`config.mk`:
```
export PLATFORM = sky130hd
export DESIGN_NAME = key_conditioner
export DESIGN_NICKNAME = d
export VERILOG_FILES = /design/src/rtl/key_conditioner.sv
export SDC_FILE = /design/constraint.sdc
export NUM_CORES = 1
export LEC_CHECK = 0
export ABC_AREA = 1
export BUFFER_PORTS_ARGS = -buffer_cell sky130_fd_sc_hd__clkbuf_2
export CORE_UTILIZATION = 25
export CTS_CLUSTER_DIAMETER = 80
export CTS_CLUSTER_SIZE = 16
export DETAILED_ROUTE_END_ITERATION = 6
export HOLD_SLACK_MARGIN = 0.15
export REMOVE_ABC_BUFFERS = 1
export SLEW_MARGIN = 20
export SYNTH_ARGS = -nofsm -noshare
export SYNTH_HDL_FRONTEND = slang
export SYNTH_SLANG_ARGS = --single-unit
export TNS_END_PERCENT = 100
```
`constraint.sdc`:
```
create_clock -name Clk -period 3.6 [get_ports Clk]
set_clock_uncertainty 0.05 [all_clocks]
set_input_delay 0.18 -clock Clk [delete_from_list [all_inputs] [get_ports Clk]]
set_output_delay 0.18 -clock Clk [all_outputs]
set_load 0.05 [all_outputs]
```
`src/rtl/key_conditioner.sv`:
```
// Push-button conditioner: per-key two-flop synchronizer, counter debouncer,
// registered press/release strobes and optional auto-repeat.
module key_conditioner #(
   parameter int                N_KEYS          = 4,
   parameter int                DEBOUNCE_CYCLES = 1000000,
   parameter int                REPEAT_DELAY    = 25000000,
   parameter int                REPEAT_PERIOD   = 5000000,
   parameter logic [N_KEYS-1:0] REPEAT_MASK     = {N_KEYS{1'b0}}
) (
   input  logic              Clk,
   input  logic              Reset,
   input  logic [N_KEYS-1:0] Key_N,
   output logic [N_KEYS-1:0] Level,
   output logic [N_KEYS-1:0] Press,
   output logic [N_KEYS-1:0] Release
);

   localparam int DEB_W   = $clog2(DEBOUNCE_CYCLES) + 1;
   localparam int REP_MAX = (REPEAT_DELAY > REPEAT_PERIOD) ? REPEAT_DELAY : REPEAT_PERIOD;
   localparam int TMR_W   = $clog2(REP_MAX) + 1;

   localparam logic [DEB_W-1:0] DEB_LAST   = DEB_W'(DEBOUNCE_CYCLES - 1);
   localparam logic [TMR_W-1:0] DELAY_LAST = TMR_W'(REPEAT_DELAY - 1);
   localparam logic [TMR_W-1:0] PERIOD_LAST = TMR_W'(REPEAT_PERIOD - 1);

   typedef enum logic [1:0] {
      IDLE   = 2'd0,
      DELAY  = 2'd1,
      REPEAT = 2'd2
   } rep_state_t;

   logic [N_KEYS-1:0] sync1_r;
   logic [N_KEYS-1:0] sync2_r;
   logic [N_KEYS-1:0] pressed_s;

   // Two-flop synchronizer; reset forces the released (high) level.
   always_ff @(posedge Clk) begin
      if (Reset) begin
         sync1_r <= {N_KEYS{1'b1}};
         sync2_r <= {N_KEYS{1'b1}};
      end else begin
         sync1_r <= Key_N;
         sync2_r <= sync1_r;
      end
   end

   assign pressed_s = ~sync2_r;

   for (genvar i = 0; i < N_KEYS; i++) begin : g_key
      logic [DEB_W-1:0] deb_cnt_r;
      logic [DEB_W-1:0] deb_cnt_next_s;
      logic             level_r;
      logic             level_next_s;
      logic             press_r;
      logic             release_r;
      logic             rise_s;
      logic             fall_s;
      logic             rep_pulse_s;
      rep_state_t       state_r;
      rep_state_t       state_next_s;
      logic [TMR_W-1:0] timer_r;
      logic [TMR_W-1:0] timer_next_s;

      // Debounce: a level change is accepted only after an unbroken run of mismatches.
      always_comb begin
         deb_cnt_next_s = deb_cnt_r;
         level_next_s   = level_r;
         rise_s         = 1'b0;
         fall_s         = 1'b0;
         if (pressed_s[i] != level_r) begin
            if (deb_cnt_r == DEB_LAST) begin
               deb_cnt_next_s = {DEB_W{1'b0}};
               level_next_s   = pressed_s[i];
               rise_s         = pressed_s[i];
               fall_s         = ~pressed_s[i];
            end else begin
               deb_cnt_next_s = deb_cnt_r + DEB_W'(1);
            end
         end else begin
            deb_cnt_next_s = {DEB_W{1'b0}};
         end
      end

      // Auto-repeat next state; an accepted release wins over a due repeat pulse.
      always_comb begin
         state_next_s = state_r;
         timer_next_s = timer_r;
         rep_pulse_s  = 1'b0;
         if (fall_s) begin
            state_next_s = IDLE;
            timer_next_s = {TMR_W{1'b0}};
         end else begin
            case (state_r)
               IDLE: begin
                  if (rise_s && REPEAT_MASK[i]) begin
                     state_next_s = DELAY;
                     timer_next_s = {TMR_W{1'b0}};
                  end else begin
                     state_next_s = IDLE;
                     timer_next_s = {TMR_W{1'b0}};
                  end
               end
               DELAY: begin
                  if (timer_r == DELAY_LAST) begin
                     rep_pulse_s  = 1'b1;
                     state_next_s = REPEAT;
                     timer_next_s = {TMR_W{1'b0}};
                  end else begin
                     timer_next_s = timer_r + TMR_W'(1);
                  end
               end
               REPEAT: begin
                  if (timer_r == PERIOD_LAST) begin
                     rep_pulse_s  = 1'b1;
                     timer_next_s = {TMR_W{1'b0}};
                  end else begin
                     timer_next_s = timer_r + TMR_W'(1);
                  end
               end
               default: begin
                  state_next_s = IDLE;
                  timer_next_s = {TMR_W{1'b0}};
               end
            endcase
         end
      end

      // Per-key state and registered output strobes.
      always_ff @(posedge Clk) begin
         if (Reset) begin
            deb_cnt_r <= {DEB_W{1'b0}};
            level_r   <= 1'b0;
            press_r   <= 1'b0;
            release_r <= 1'b0;
            state_r   <= IDLE;
            timer_r   <= {TMR_W{1'b0}};
         end else begin
            deb_cnt_r <= deb_cnt_next_s;
            level_r   <= level_next_s;
            press_r   <= rise_s | rep_pulse_s;
            release_r <= fall_s;
            state_r   <= state_next_s;
            timer_r   <= timer_next_s;
         end
      end

      assign Level[i]   = level_r;
      assign Press[i]   = press_r;
      assign Release[i] = release_r;
   end

endmodule

```
==> metrics <==
Initial DRC Count=roughly 230; Clk Latency, worst-skew pair=between 0.3 and 0.4 ns; Initial DRT Pass Iterations=4; cell area after synthesis=5109 sq um; largest net degree at the start of global routing=22; max-slew violation count=0; CP startpoint kind=flop; Setup crit end kind=flop; RSZ-0062 raised after global routing=false; slew margin rel.=between 40% and 50%; # hold bufs at CTS=5; initial antenna violation count=0; Synth Area per Inst=6.635 sq um; Die H=145.0 um; Min-Delay Path Class=reg2reg; Peak VDD IR=between 0.15 and 0.2 mV; WL final=10650 um; cells along the critical path=ha_1, inv_2, nor3_4, nand3_1, nand2_1, nor2_1; via density per instance=roughly 4.2; worst slew pin tran=about 0.75 ns; Setup WS pre-CTS=1.495 ns; Die W=about 140 um; ANT cells=0; post-detail-place hpwl=roughly 7900 um; IO Port Bufs=17; # DRC=0; Yosys warnings=0; core box area=slightly below 20000 sq um; clk sinks=between 100 and 150; layout cells sized above 1=6.989%; Final nets=slightly below 800; die area=between 20000 and 25000 sq um; status=finished clean; Leak=around 1.7 nW; worst stage delay on the critical path=roughly 0.57 ns; WP data required=around 3.8 ns; CTS-repair resized insts=0; Peak Freq=0.4791 GHz; Synth-to-Final Area Change=12.34%; worst-path maximum fanout=21; post-layout power=2.197 mW; slowest cell on the critical path=nand2_1; #FFs+latches synth=104; Mapped Cells=770; first-pass GRT wire length=18760 um; WP data arrival=2.25 ns; Power Density=between 300 and 400 nW/um^2; minimum clock period=between 2 and 2.5 ns; wire length per cell=between 10 and 15 um; CTS max path bufs=2; Crit Path Category=reg2reg; vias post-DR=approximately 4500; I/O pin count=18; routability cong.=roughly 0.84; grt ovf=0; Tcrit/Tclk final=between 50% and 60%; Final setup viols=0; vias in the first global route=4144; Initial Util=about 26%; hold_ws=~0.36 ns; post-route ant nets=0; setup TNS=0 ns; Worst-path clk slew=0.07 ns; register area share after synthesis=40.75%; Root Driver=clkbuf_16; Rows=roughly 50; Max Cap Viol=0; final worst slack=approximately 1.5 ns; CTS tree=yes; clock buffer count from CTS=9; final hold vios=0; H-tree depth=3; count of different cell masters after synthesis=26; post-CTS setup buffer count=0; Tot GR Track Use=between 10% and 20%
-- power breakdown --
group          total [mW]  leakage [nW]  internal (mW)  switching [mW]
registers            1.16         0.840           1.15         0.00383
logic              0.0271         0.722         0.0107          0.0165
clock network        1.01         0.137          0.559           0.452
total                2.20          1.70           1.72           0.472
-- stage by stage --
stage,cells,util [%],area (sq um)
2_1_floorplan,749,-,4965
3_3_place_gp,1031,27.29,5381
3_5_place_dp,1031,27.29,5381
4_1_cts,1052,29.11,5739
5_1_grt,1052,29.11,5739
6_report,1052,29.11,5739
-- cell usage in the layout (no fill, tap or decap), types with 3 or more instances in the layout --
| cell | Yosys | routed |
|---|---|---|
| nand2_1 | 207 | 207 |
| nor2_1 | 179 | 179 |
| dfxtp_1 | 104 | 104 |
| inv_1 | 74 | 74 |
| nand3_1 | 50 | 50 |
| a21oi_1 | 42 | 42 |
| xor2_1 | 19 | 19 |
| clkbuf_2 | 0 | 17 |
| xnor2_1 | 14 | 14 |
| or2_2 | 12 | 12 |
| nand4_1 | 12 | 12 |
| clkbuf_16 | 0 | 9 |
| o21ai_0 | 8 | 8 |
| nor3_1 | 6 | 6 |
| dlygate4sd3_1 | 0 | 5 |
| nor2_2 | 4 | 4 |
| ha_1 | 4 | 4 |
| clkinvlp_4 | 0 | 4 |
| or2_0 | 3 | 3 |
-- flip-flops by register name, summed over array words and instances, names as in the netlist --
| name | cells |
|---|---|
| g_key.deb_cnt_r | 84 |
| g_key.level_r | 4 |
| g_key.press_r | 4 |
| g_key.release_r | 4 |
| sync1_r | 4 |
| sync2_r | 4 |
-- worst paths after layout --
path                         startpoint                      to  slack [ns]  cells after the start
setup / recovery  g_key[1].deb_cnt_r[0]  g_key[1].deb_cnt_r[12]        1.51                      6
hold / removal               sync1_r[0]              sync2_r[0]        0.36                      1
setup reg to reg  g_key[1].deb_cnt_r[0]  g_key[1].deb_cnt_r[12]        1.51                      6
hold reg to reg              sync1_r[0]              sync2_r[0]        0.36                      1
-- layout make-up --
| type | instances | area (sq um) |
|---|---|---|
| fill | 2158 | 13980 |
| inverter | 75 | 281.5 |
| timing repair buffer | 22 | 135.1 |
| clock inverter | 6 | 68.82 |
| sequential | 104 | 2082 |
| clock buffer | 10 | 239.0 |
| multi-input combinational | 570 | 2601 |
| tap | 265 | 331.6 |
-- critical path, delay by kind of cell, from the launching register on --
| family | cells | cell delay [ns] |
|---|---|---|
| fa+ha+maj | 1 | 0.31 |
| simple gates | 4 | 1.10 |
| buf+inv | 1 | 0.09 |
| flops | 1 | 0.40 |
-- per-layer routing --
layer	part of all wire [%]	track usage, %	vias up
met5	0	0	-
met4	1.5	3.936	0
met3	3.2	2.956	15
met2	45	17.64	48
met1	50	13.63	1997
li1	-	-	2410
-- cell families after synthesis --
kind of cell / Yosys count / share of synthesized area [%]
AOI/OAI and AO/OA: 51 / 5.119
xor gates and xnor gates: 33 / 5.658
adders and majority gates: 4 / 0.9797
buffers and inverters: 96 / 8.327
DFF: 104 / 40.75
and+or+nand+nor: 482 / 39.16
-- synth_stat cells --
master | number | area (sq um)
or2_0 | 3 | 18.77
a21oi_1 | 42 | 210.2
and2_1 | 2 | 12.51
nand2_1 | 207 | 777.0
nor3_1 | 6 | 30.03
clkbuf_1 | 1 | 3.750
nand3b_1 | 2 | 15.01
o221a_2 | 1 | 11.26
nand2_2 | 1 | 6.260
o21ai_0 | 8 | 40.04
xnor2_1 | 14 | 122.6
ha_1 | 4 | 50.05
nor2_1 | 179 | 671.9
buf_4 | 16 | 120.1
nand4_1 | 12 | 75.07
dfxtp_1 | 104 | 2082
nor3b_1 | 1 | 7.510
xor2_1 | 19 | 166.4
buf_2 | 4 | 20.02
nand3_2 | 2 | 20.02
nand3_1 | 50 | 250.2
nor3_4 | 1 | 16.27
or2_2 | 12 | 75.07
inv_2 | 1 | 3.750
nor2_2 | 4 | 25.02
inv_1 | 74 | 277.8
Note: power is estimated with default switching activity, not from simulation.
